### src/rtl/muldiv_pkg.sv
// Shared definitions for the multiply/divide unit:
// op codes, FSM state encoding and default width.
package muldiv_pkg;

    localparam int DEF_WIDTH = 32;

    localparam logic [2:0] OP_MULT  = 3'd0;
    localparam logic [2:0] OP_MULTU = 3'd1;
    localparam logic [2:0] OP_DIV   = 3'd2;
    localparam logic [2:0] OP_DIVU  = 3'd3;
    localparam logic [2:0] OP_MTHI  = 3'd4;
    localparam logic [2:0] OP_MTLO  = 3'd5;

    typedef enum logic [1:0] {
        IDLE = 2'd0,
        MUL  = 2'd1,
        DIV  = 2'd2,
        FIX  = 2'd3
    } state_t;

endpackage

### src/rtl/muldiv_datapath.sv
// Shift-add multiply / restoring divide accumulators with
// magnitude load and final sign correction.
module muldiv_datapath
    import muldiv_pkg::*;
#(
    parameter int WIDTH = DEF_WIDTH
) (
    input  logic             clk,
    input  logic             reset,
    input  logic             load,
    input  logic             step,
    input  logic [2:0]       op,
    input  logic [WIDTH-1:0] a,
    input  logic [WIDTH-1:0] b,
    output logic [WIDTH-1:0] res_hi,
    output logic [WIDTH-1:0] res_lo
);

    logic [WIDTH:0]     acc_hi;
    logic [WIDTH-1:0]   acc_lo;
    logic [WIDTH-1:0]   dvs;
    logic               sa;
    logic               sb;
    logic               div_q;

    logic               sgn;
    logic [WIDTH-1:0]   mag_a;
    logic [WIDTH-1:0]   mag_b;
    logic [WIDTH:0]     mul_sum;
    logic [WIDTH:0]     rem_sh;
    logic [WIDTH:0]     diff;
    logic               ge;
    logic [2*WIDTH-1:0] prod;
    logic [2*WIDTH-1:0] prod_f;

    assign sgn   = (op == OP_MULT) || (op == OP_DIV);
    assign mag_a = (sgn && a[WIDTH-1]) ? -a : a;
    assign mag_b = (sgn && b[WIDTH-1]) ? -b : b;

    assign mul_sum = acc_hi + (acc_lo[0] ? {1'b0, dvs} : '0);
    assign rem_sh  = {acc_hi[WIDTH-1:0], acc_lo[WIDTH-1]};
    assign diff    = rem_sh - {1'b0, dvs};
    assign ge      = rem_sh >= {1'b0, dvs};

    always_ff @(posedge clk) begin
        if (reset) begin
            acc_hi <= '0;
            acc_lo <= '0;
            dvs    <= '0;
            sa     <= 1'b0;
            sb     <= 1'b0;
            div_q  <= 1'b0;
        end else if (load) begin
            acc_hi <= '0;
            acc_lo <= mag_a;
            dvs    <= mag_b;
            sa     <= sgn && a[WIDTH-1];
            sb     <= sgn && b[WIDTH-1];
            div_q  <= (op == OP_DIV) || (op == OP_DIVU);
        end else if (step) begin
            if (div_q) begin
                acc_hi <= ge ? diff : rem_sh;
                acc_lo <= {acc_lo[WIDTH-2:0], ge};
            end else begin
                acc_hi <= {1'b0, mul_sum[WIDTH:1]};
                acc_lo <= {mul_sum[0], acc_lo[WIDTH-1:1]};
            end
        end
    end

    // Truncating division: remainder follows the dividend's sign
    always_comb begin
        prod   = {acc_hi[WIDTH-1:0], acc_lo};
        prod_f = (sa ^ sb) ? -prod : prod;
        res_hi = prod_f[2*WIDTH-1:WIDTH];
        res_lo = prod_f[WIDTH-1:0];
        if (div_q) begin
            res_hi = sa ? -acc_hi[WIDTH-1:0] : acc_hi[WIDTH-1:0];
            res_lo = (sa ^ sb) ? -acc_lo : acc_lo;
        end
    end

endmodule

### src/rtl/muldiv_unit.sv
// Multi-cycle MULT/DIV engine owning HI/LO, with start/busy
// handshake and HI/LO hazard stall request.
module muldiv_unit
    import muldiv_pkg::*;
#(
    parameter int WIDTH = DEF_WIDTH
) (
    input  logic             clk,
    input  logic             reset,
    input  logic             start,
    input  logic [2:0]       op,
    input  logic [WIDTH-1:0] a,
    input  logic [WIDTH-1:0] b,
    input  logic             rd_hilo,
    output logic             busy,
    output logic             done,
    output logic             stall,
    output logic [WIDTH-1:0] hi,
    output logic [WIDTH-1:0] lo
);

    localparam int CW = $clog2(WIDTH);
    localparam logic [CW-1:0] LAST = CW'(WIDTH - 1);

    state_t           state_q;
    state_t           state_d;
    logic [CW-1:0]    cnt_q;
    logic             nowr_q;
    logic             done_q;
    logic [WIDTH-1:0] hi_q;
    logic [WIDTH-1:0] lo_q;

    logic             load;
    logic             step;
    logic             is_mul;
    logic             is_div;
    logic             b_zero;
    logic [WIDTH-1:0] res_hi;
    logic [WIDTH-1:0] res_lo;

    assign is_mul = (op == OP_MULT) || (op == OP_MULTU);
    assign is_div = (op == OP_DIV) || (op == OP_DIVU);
    assign b_zero = (b == '0);

    always_comb begin
        state_d = state_q;
        load    = 1'b0;
        step    = 1'b0;
        unique case (state_q)
            IDLE: begin
                if (start && is_mul) begin
                    state_d = MUL;
                    load    = 1'b1;
                end else if (start && is_div) begin
                    state_d = b_zero ? FIX : DIV;
                    load    = 1'b1;
                end
            end
            MUL, DIV: begin
                step = 1'b1;
                if (cnt_q == LAST) state_d = FIX;
            end
            FIX: state_d = IDLE;
        endcase
    end

    always_ff @(posedge clk) begin
        if (reset) begin
            state_q <= IDLE;
            cnt_q   <= '0;
            nowr_q  <= 1'b0;
            done_q  <= 1'b0;
            hi_q    <= '0;
            lo_q    <= '0;
        end else begin
            state_q <= state_d;
            done_q  <= (state_q == FIX);
            if (step) cnt_q <= cnt_q + 1'b1;
            if (state_q == IDLE) begin
                cnt_q  <= '0;
                nowr_q <= start && is_div && b_zero;
                if (start && op == OP_MTHI) hi_q <= a;
                if (start && op == OP_MTLO) lo_q <= a;
            end
            if (state_q == FIX && !nowr_q) begin
                hi_q <= res_hi;
                lo_q <= res_lo;
            end
        end
    end

    assign busy  = (state_q != IDLE);
    assign done  = done_q;
    assign stall = busy && (start || rd_hilo);
    assign hi    = hi_q;
    assign lo    = lo_q;

    muldiv_datapath #(
        .WIDTH(WIDTH)
    ) u_dp (
        .clk   (clk),
        .reset (reset),
        .load  (load),
        .step  (step),
        .op    (op),
        .a     (a),
        .b     (b),
        .res_hi(res_hi),
        .res_lo(res_lo)
    );

endmodule

### config.mk
export PLATFORM = sky130hd
export DESIGN_NAME = muldiv_unit
export DESIGN_NICKNAME = d
export VERILOG_FILES = /design/src/rtl/muldiv_pkg.sv /design/src/rtl/muldiv_datapath.sv /design/src/rtl/muldiv_unit.sv
export SDC_FILE = /design/constraint.sdc
export NUM_CORES = 1
export LEC_CHECK = 0
export CELL_PAD_IN_SITES_DETAIL_PLACEMENT = 1
export CELL_PAD_IN_SITES_GLOBAL_PLACEMENT = 1
export CORE_MARGIN = 3
export CORE_UTILIZATION = 47
export DETAILED_ROUTE_END_ITERATION = 10
export GPL_TIMING_DRIVEN = 0
export PLACE_DENSITY_LB_ADDON = 0.3
export SYNTH_ARGS = -nofsm -noshare
export SYNTH_HDL_FRONTEND = slang
export SYNTH_HIERARCHICAL = 1
export SYNTH_SLANG_ARGS = --single-unit
### constraint.sdc
create_clock -name clk -period 7.8 [get_ports clk]
set_clock_uncertainty 0.05 [all_clocks]
set_input_delay 1.17 -clock clk [delete_from_list [all_inputs] [get_ports clk]]
set_output_delay 1.17 -clock clk [all_outputs]
set_load 0.05 [all_outputs]
* Word level (Yosys, flattened, before mapping)
Cells that the tools add are included.
** Storage, ports and cells
- Output and inout port bits :: 67
- Bits in registers :: 173
** Cells by class
- Bitwise logic cells :: 1
- Order comparisons :: 1
- Reductions and logical operators :: 28
- Mux-type cells :: 28
- Eq/ne operators :: 11
- Add/subtract/negate cells :: 8
** Operators with widths (count)
- two-way mux 32 bit :: 16
- negator 32 bit :: 4
- two-way mux 33 bit :: 2
- two-way mux 64 bit :: 1
- negator 64 bit :: 1
- adder 33 bit :: 1
- greater-or-equal comparator 33 x 32 -> 1 bit :: 1
- subtractor 33 x 32 -> 33 bit :: 1
- zero test 32 bit :: 1
- nonzero test 2 bit :: 5
- logical AND 1 bit :: 9
- equality test 3 x 2 -> 1 bit, second input constant :: 2
- equality test 3 bit, second input constant :: 2
- two-way mux 2 bit :: 3
- one-hot mux 2 bit (3 select lines) :: 1
- AND reduction 2 bit :: 3
- OR reduction 2 bit :: 3
- adder 5 x 1 -> 5 bit, second input constant :: 1
- equality test 5 bit, second input constant :: 1
- two-way mux 1 bit :: 5
- equality test 2 bit, second input constant :: 2
- logical OR 1 bit :: 4
- equality test 3 x 1 -> 1 bit, second input constant :: 1
- zero test 3 bit :: 1
- other kinds (6) :: 6

* Logic depth before layout (Yosys ltp)
Gate-level depths: netlist of run 1.
- Depth after elaboration :: 7
- Depth in mapped cells :: 14
- Gate-level depth less buffers :: 13

* Hierarchy
The synthesis of run 1 kept the hierarchy.
** By module, submodules not included
- muldiv_datapath :: instances 1, cells each 1573, seq. area each 2001.9 µm², area an instance 11258.3 µm²
- muldiv_unit :: instances 1, cells each 424, seq. area each 1461.4 µm², area an instance 3385.7 µm²

* Worst setup path before layout of run 1
No wires, ideal clock.
- Path kind :: input to register
- Start point :: input b[8]
- End point :: register u_dp.dvs[28]
- Required time :: 7664 ps
- Arrival time :: 3436 ps
- Stages :: 9
- Path slack :: 4228 ps
- Setup time :: 86 ps
- Path through :: or4_4 > or3_4 > or3_4 > nor4_4 > nand2_1 > nor4_4 > a21oi_1 > xnor2_1 > a211oi_1
** On the way
- Longest elaborated chain between the ends :: 2
** Ends and longest elaborated chain
- from (decl) :: line muldiv_unit.sv:13 : input logic [WIDTH-1:0] b,
- negator 32 bit :: line muldiv_datapath.sv:38 : assign mag_b = (sgn && b[WIDTH-1]) ? -b : b;
- two-way mux 32 bit :: line muldiv_datapath.sv:38
- to (signal assigned) :: line muldiv_datapath.sv:56 : dvs <= mag_b;
- to (decl) :: line muldiv_datapath.sv:21 : logic [WIDTH-1:0] dvs;
Every way passes these cells.
A chain may end at the register's enable or synchronous reset.

* Worst setup path in the final report of run 1
- Start point :: register u_dp.acc_lo[0]
- End point :: register hi_q[20] (netlist: hi[20])
** On the way
- Longest elaborated chain between the ends :: 4
** Ends and longest elaborated chain
- from (decl) :: line muldiv_datapath.sv:20 : logic [WIDTH-1:0] acc_lo;
- from (signal assigned) :: line muldiv_datapath.sv:55 : acc_lo <= mag_a;
- from (signal assigned) :: line muldiv_datapath.sv:63 : acc_lo <= {acc_lo[WIDTH-2:0], ge};
- from (signal assigned) :: line muldiv_datapath.sv:66 : acc_lo <= {mul_sum[0], acc_lo[WIDTH-1:1]};
- negator 64 bit :: line muldiv_datapath.sv:74 : prod_f = (sa ^ sb) ? -prod : prod;
- two-way mux 64 bit :: line muldiv_datapath.sv:74
- two-way mux 32 bit :: line muldiv_datapath.sv:77 : if (div_q) begin
- via res_hi[20] :: line muldiv_unit.sv:38 : logic [WIDTH-1:0] res_hi;
- two-way mux 32 bit :: line muldiv_unit.sv:85 : if (state_q == FIX && !nowr_q) begin
- to (signal assigned) :: line muldiv_unit.sv:86 : hi_q <= res_hi;
- to (decl) :: line muldiv_unit.sv:30 : logic [WIDTH-1:0] hi_q;
The timed path passes the listed nets, and every way through them passes these cells.

==> results by group, run 1 <==
Synthesis
  • Syn_area_per_cell: 7.333 um2
  • Share of the synthesized area in the top cell type: 23.65%
  • Number of distinct library cells after synthesis: 90
  • Net Count, Synth: 2143
  • Synthesized area: 14640 um2
  • Yosys warning count: 6
  • Part of the Yosys area used for sequential elements: 23.65%
  • Async set-or-reset flop fraction in the synthesized netlist: 0%
  • Post-synth top flop: dfxtp_1
  • Main combinational cell family by area after synthesis: compound AO/OA/AOI/OAI gates
  • Post-Syn Instances: 1997
  • Yosys reg bits: 173
  • Post-Synth Simple-Gate Area: 23.61%
  • Post-Synth XOR/XNOR Area: 9.928%
  • Proportion of synthesized area in mux cells: 3.289%
  • Synth top area cells: dfxtp_1 24%, nor2_1 6.7%, nand2_1 6.5%
  • Post-Synth Adder-Cell Area: 6.511%
  • Yosys top cell by area: dfxtp_1
  • EDFF count, synth: 0
  • Compound-Gate Fraction of Synth Area: 27.03%

Worst hold path
  • Hold Path Class: reg -> reg
  • Hold depth: 2
  • Worst hold path startpoint: lo[24]
  • WHS Endpoint: lo[24]

Timing
  • Final slew viol count: 0
  • Tmin final: 4.545 ns
  • Setup TNS: 0 ns
  • RSZ-0062 raised after global routing: no
  • Max Fclk: 220.0 MHz
  • Relative slew slack: 6.681%
  • Final setup vio count: 0
  • Crit share post-route: 58.27%
  • Worst Tran Pin Value: 1.389 ns
  • Fin. Hold Viols: 0

Clock network
  • CTS HTree Levels: 4
  • Hold_buf cts: 0
  • Post_cts resized: 0
  • Max clock buf depth: 2
  • Clock buffer count from CTS: 17
  • Setup Fix Bufs, Post-CTS: 0
  • CTS tree: yes
  • # clock sinks: 173
  • Clock Latency Late Sink: 0.46 ns
  • Worst-path clk slew: 0.08 ns
  • Clock root buffer master: clkbuf_16

Worst setup path
  • Reg2Reg Depth: 13
  • Reg2reg start: u_dp/acc_lo[0]
  • CP max FO: 10
  • Critical path arrival: 4.81 ns
  • Critical path data required time: 8.07 ns
  • Worst reg2reg endpoint: hi[20]
  • Register-to-register setup slack: 3.25 ns
  • Startpoint types: flop
  • Kind of critical path: reg -> reg
  • Crit end category: flop

Floorplan
  • Row count: 63
  • Area of the die: 33310 um2
  • Total core area: 30190 um2
  • Die width: 182.5 um
  • I/O pins: 138
  • Vert. Die Dim: 182.5 um
  • Initial Util: 48.51%

Final layout
  • Nets: 2299
  • FF/Latch Area: 3463 um2
  • Area growth syn-to-layout: 16.99%
  • Number of inserted diodes: 0
  • Share of cells above drive strength 1: 4.247%
  • Area of the multi-input gates: 10310 um2
  • FILL cells: 3866

Place
  • Dpl hpwl: 50030 um
  • RD Place Congestion: 1.008
  • Port Buffers: 137

Detailed routing
  • Routed WL: 64640 um
  • Via count: 17050
  • # DRC: 0
  • ANT nets after route: 0
  • DRT Pass-1 Iters: 6
  • Number of DRC markers in iteration 0: 1870
  • Drt wl/cell: 25.29 um
  • DR vias/cell: 6.672

Power
  • Pwr Density: 338.8 nW/um2
  • Switching Share: 53.16%
  • Leak: 6.474 nW
  • Flop pwr share: 21.7%
  • P_int: 2.719 mW
  • Max VDD drop: 0.0002042 V
  • Clk pwr share: 16.3%
  • Tot Pwr: 5.805 mW
  • Logic pwr share: 62.0%
  • Net switching power: 3.086 mW

Run status
  • Status: finished, final reports clean

GRT
  • Total GRT Usage: 37.37%
  • Grt ovf: 0
  • First-pass GRT wire length: 99100 um
  • Antenna violations before repair: 0
  • Pin count of the biggest net entering global routing: 17
  • Vias in the first global route: 17420

Flow run
  • Maxcap violations: 0
[metal layers]
layer  wire length (um)  vias to the layer above  share of wire [%]  global-route usage, %
li1                   -                     7575                  -                      -
met1              27480                     8375                 43                  50.57
met2              28830                      950                 45                  59.38
met3               6406                      153                9.9                  8.053
met4               1914                        0                3.0                  11.88
met5                  0                        -                  0                      0
[sequential cells by signal (all words and copies together) (netlist names)]
signal / cells
u_dp/acc_hi: 33
nowr_q: 1
done: 1
u_dp/acc_lo: 32
u_dp/div_q: 1
lo: 32
u_dp/dvs: 32
state_q: 2
u_dp/sa: 1
u_dp/sb: 1
cnt_q: 5
hi: 32
[per-stage QoR]
step	hold WS, ns	utilization, %	instances	cell area [um2]	setup slack, ns
after global routing	0.4552	56.75	2556	17130	3.205
after CTS	0.4309	56.75	2556	17130	3.477
final	0.4327	56.75	2556	17130	3.255
after detailed placement	0.4190	54.68	2524	16510	3.400
after floorplan	0.3874	-	1997	14640	4.228
after global placement	0.4098	54.66	2524	16500	3.287
[area by class of cell]
cell class                      count  area share, %
Clock inverter                     14          1.081
Buffer                            139          3.666
Timing Repair Buffer              137          8.004
Inverter                           66          1.446
Tap cell                          390          2.848
Sequential cell                   173          20.21
Clock buffer                       18          2.563
Multi-Input combinational cell   1619          60.18
[how the worst max path moves through the flow]
stage,startpoint,slack [ns],depth (start not counted),endpoint
2_1_floorplan,b[8],4.23,9,u_dp/dvs[28]
3_3_place_gp,op[2],3.29,8,u_dp/acc_hi[32]
3_5_place_dp,b[6],3.40,10,u_dp/dvs[30]
4_1_cts,u_dp/acc_lo[0],3.48,13,hi[8]
5_1_grt,u_dp/acc_lo[0],3.20,13,hi[26]
6_report,u_dp/acc_lo[0],3.25,13,hi[20]
[worst max-delay path, stage by stage (launching register included)]
cell and delay, ns:
dfxtp_1 0.40, inv_1 0.24, buf_1 0.63, ha_1 0.39, nand2_1 0.15, nor3_1 0.84
and3_4 0.37, nand2_2 0.08, or3_1 0.41, o21ai_0 0.18, a21oi_1 0.13, xor2_1 0.17
nor2_1 0.27, a311oi_1 0.08
[synth_stat cells, drive strengths merged (5+ instances only)]
cell type,number
nor2,265
nand2,254
dfxtp,173
a21oi,127
o21ai,114
clkbuf,105
a211oi,88
xor2,84
xnor2,82
a311oi,80
ha,73
inv,66
mux2i,47
nor3,42
buf,34
nand3,33
a31oi,29
or3,28
nor4,27
o31ai,23
a21o,21
nand4,17
o21a,13
o221ai,13
nand2b,12
nor2b,11
or4,11
and3,10
o41ai,10
o211ai,9
or2,9
and2,8
nand3b,8
a2111oi,5
o21bai,5
o22ai,5
[layout by cell type, fill, tap and decap left out, drive strengths merged, types with 11 or more instances in the layout]
cell type,synthesis,final
nor3,42,42
a311oi,80,80
clkdlybuf4s50,0,137
inv,66,69
o21ai,114,114
o221ai,13,13
o31ai,23,23
nand2b,12,12
nor4,27,27
or3,28,28
o21a,13,13
a21oi,127,127
a31oi,29,29
dfxtp,173,173
a21o,21,21
nor2b,11,11
nor2,265,265
a211oi,88,88
ha,73,73
xor2,84,84
buf,34,34
xnor2,82,82
nand2,254,254
mux2i,47,47
or4,11,11
nand3,33,33
nand4,17,17
clkbuf,105,123
[kinds of logic after synthesis]
kind of cell    count (synthesis)
simple gates                  747
compound gates                583
buf+inv                       205
flops                         173
xor+xnor                      166
fa+ha+maj                      75
mux                            48
[power groups by stage]
stage / sequential, mW / combinational (mW) / clock [mW]
after floorplan: 1.32 / 2.22 / 0
after detailed placement: 1.26 / 3.45 / 0
final: 1.26 / 3.60 / 0.947
after global placement: 1.26 / 3.34 / 0
after global routing: 1.27 / 3.83 / 0.977
after CTS: 1.25 / 3.48 / 0.947
Note: power is estimated with default switching activity, not from simulation.
==> run 2, diff against run 1 <==
--- a/config.mk
+++ b/config.mk
@@ -8,7 +8,7 @@
 export CELL_PAD_IN_SITES_DETAIL_PLACEMENT = 1
 export CELL_PAD_IN_SITES_GLOBAL_PLACEMENT = 1
 export CORE_MARGIN = 3
-export CORE_UTILIZATION = 47
+export CORE_UTILIZATION = 43
 export DETAILED_ROUTE_END_ITERATION = 10
 export GPL_TIMING_DRIVEN = 0
 export PLACE_DENSITY_LB_ADDON = 0.3
==> constraint.sdc (replaced) <==
create_clock -name clk -period 4.7 [get_ports clk]
set_clock_uncertainty 0.05 [all_clocks]
set_input_delay 0.705 -clock clk [delete_from_list [all_inputs] [get_ports clk]]
set_output_delay 0.705 -clock clk [all_outputs]
set_load 0.05 [all_outputs]
==> run 2 against run 1 <==
  * The flow now finishes with violations (max-capacitance violations)
  * Final area rose by 0.27%
  * Total power rose by 64%
  * Cell count rose by 2.0%
  * Critical endpoint unchanged
  * Highest routed layer unchanged
==> results by group, run 2 (synthesized netlist as in run 1, its figures left out) <==
Run status
  • Status: finished with violations (was finished, final reports clean)
  • Violated checks: max-capacitance violations

Timing
  • Relative slew slack: 1.715% (was 6.681%)
  • Setup TNS: 0 ns (unchanged)
  • Fin. Hold Viols: 0 (unchanged)
  • Tmin final: 4.326 ns (was 4.545 ns)
  • Final slew viol count: 0 (unchanged)
  • Worst Tran Pin Value: 1.463 ns (was 1.389 ns)
  • RSZ-0062 raised after global routing: no (unchanged)
  • Max Fclk: 231.1 MHz (was 220.0 MHz)
  • Final setup vio count: 0 (unchanged)
  • Crit share post-route: 92.05% (was 58.27%)

Floorplan
  • Row count: 66 (was 63)
  • Area of the die: 36310 um2 (was 33310 um2)
  • Initial Util: 44.33% (was 48.51%)
  • Vert. Die Dim: 190.5 um (was 182.5 um)
  • Die width: 190.5 um (was 182.5 um)
  • I/O pins: 138 (unchanged)
  • Total core area: 33030 um2 (was 30190 um2)

GRT
  • Grt ovf: 0 (unchanged)
  • Met1 Track Usage GR: 47.96% (was 50.57%)
  • Vias in the first global route: 16810 (was 17420)
  • Most Crowded Layer GR: met2 (unchanged)
  • Met2 global-route usage: 54.97% (was 59.38%)
  • Pin count of the biggest net entering global routing: 18 (was 17)
  • Antenna violations before repair: 0 (unchanged)
  • Total GRT Usage: 34.79% (was 37.37%)
  • Global Route met3 Usage: 5.754% (was 8.053%)
  • First-pass GRT wire length: 98750 um (was 99100 um)

Place
  • RD Place Congestion: 0.9551 (was 1.008)
  • Port Buffers: 137 (unchanged)
  • Dpl hpwl: 50120 um (was 50030 um)

Power
  • Switching Share: 53.29% (was 53.16%)
  • Pwr Density: 555.0 nW/um2 (was 338.8 nW/um2)
  • Net switching power: 5.081 mW (was 3.086 mW)
  • Leak: 6.467 nW (was 6.474 nW)
  • Tot Pwr: 9.535 mW (was 5.805 mW)
  • P_int: 4.454 mW (was 2.719 mW)
  • Flop pwr share: 21.9% (was 21.7%)
  • Logic pwr share: 62.1% (was 62.0%)
  • Max VDD drop: 0.0003773 V (was 0.0002042 V)
  • Clk pwr share: 16.0% (was 16.3%)

Clock network
  • # clock sinks: 173 (unchanged)
  • Clock Latency Late Sink: 0.47 ns (was 0.46 ns)
  • CTS HTree Levels: 4 (unchanged)
  • CTS tree: yes (unchanged)
  • Post_cts resized: 0 (unchanged)
  • Setup Fix Bufs, Post-CTS: 0 (unchanged)
  • Max clock buf depth: 2 (unchanged)
  • Hold_buf cts: 0 (unchanged)
  • Clock buffer count from CTS: 17 (unchanged)
  • Clock root buffer master: clkbuf_16 (unchanged)
  • Worst-path clk slew: 0.08 ns (about the same)

Worst setup path
  • Reg2reg start: u_dp/acc_lo[0] (unchanged)
  • CP max FO: 10 (unchanged)
  • Crit end category: flop (unchanged)
  • Startpoint types: flop (unchanged)
  • Reg2Reg Depth: 13 (unchanged)
  • Critical path data required time: 4.97 ns (was 8.07 ns)
  • Kind of critical path: reg -> reg (unchanged)
  • Critical path arrival: 4.59 ns (was 4.81 ns)
  • Worst Setup EP: hi[20] (unchanged)
  • Worst Setup SP: u_dp/acc_lo[0] (unchanged)
  • Worst reg2reg endpoint: hi[20] (unchanged)
  • Register-to-register setup slack: 0.37 ns (was 3.25 ns)

Final layout
  • Share of cells above drive strength 1: 4.201% (was 4.247%)
  • Nets: 2299 (unchanged)
  • Max reg flops: 33 (unchanged)
  • Commonest non-fill, non-tap cell in the layout: nor2_1 (unchanged)
  • Area growth syn-to-layout: 17.31% (was 16.99%)
  • Most frequent cells in the layout: 263 x nor2_1, 253 x nand2_1, 173 x dfxtp_1 (unchanged)
  • Top reg by flops: u_dp/acc_hi (unchanged)
  • Number of inserted diodes: 0 (unchanged)

Detailed routing
  • Number of DRC markers in iteration 0: 1636 (was 1870)
  • Drt wl/cell: 24.82 um (was 25.29 um)
  • # DRC: 0 (unchanged)
  • Via count: 16990 (was 17050)
  • DRT Pass-1 Iters: 5 (was 6)
  • DR vias/cell: 6.516 (was 6.672)
  • ANT nets after route: 0 (unchanged)
  • Routed WL: 64730 um (was 64640 um)

Worst hold path
  • Hold Path Class: reg -> reg (unchanged)

Flow run
  • Maxcap violations: 1 (was 0)
## run 2: power by group through the flow
| stage | clock network (mW) | logic, mW | registers, mW |
|---|---|---|---|
| global placement | 0 | 5.53 | 2.09 |
| detailed placement | 0 | 5.66 | 2.10 |
| CTS | 1.53 | 5.73 | 2.07 |
| finish | 1.53 | 5.92 | 2.09 |
| floorplan | 0 | 3.69 | 2.19 |
| global route | 1.59 | 6.30 | 2.11 |
## run 2: metrics by stage
step	setup WS, ns	utilization (%)	cells	hold WS (ns)	instance area [um2]
3_3_place_gp	0.7063	50.16	2576	0.4107	16570
2_1_floorplan	1.506	-	1997	0.3874	14640
3_5_place_dp	0.6223	50.16	2576	0.4221	16570
6_report	0.3737	52.01	2608	0.4362	17180
4_1_cts	0.5950	52.01	2608	0.4363	17180
5_1_grt	0.2211	52.01	2608	0.4587	17180
## run 2: cell type report
cell class	count	area [um2]
Fill cell	4239	15850
Multi-Input combinational cell	1619	10300
Sequential cell	173	3463
Timing Repair Buffer	137	1371
Buffer	139	628.1
Tap cell	442	553.0
Clock buffer	17	425.4
Inverter	66	247.7
Clock inverter	15	185.2
## run 2: routing by layer
layer	share of wire, %	vias up
met5	0	-
met3	8.4	161
met1	44	8360
met2	44	898
li1	-	7575
met4	3.6	0
## run 2: worst min-delay path by stage
stage	start	end	slack (ns)	cells after the start
3_5_place_dp	hi[23]	hi[23]	0.42	2
4_1_cts	hi[23]	hi[23]	0.44	2
2_1_floorplan	nowr_q	nowr_q	0.39	2
3_3_place_gp	u_dp/dvs[31]	u_dp/dvs[31]	0.41	2
5_1_grt	u_dp/dvs[22]	u_dp/dvs[22]	0.46	2
6_report	hi[23]	hi[23]	0.44	2
## run 2: critical path, stage by stage, from the launching register on
cell	delay, ns
dfxtp_1	0.39
inv_1	0.22
buf_1	0.58
ha_1	0.33
nand2_1	0.14
nor3_1	0.79
and3_4	0.37
nand2_2	0.08
or3_1	0.40
o21ai_0	0.16
a21oi_1	0.16
xor2_1	0.18
nor2_1	0.24
a311oi_1	0.09
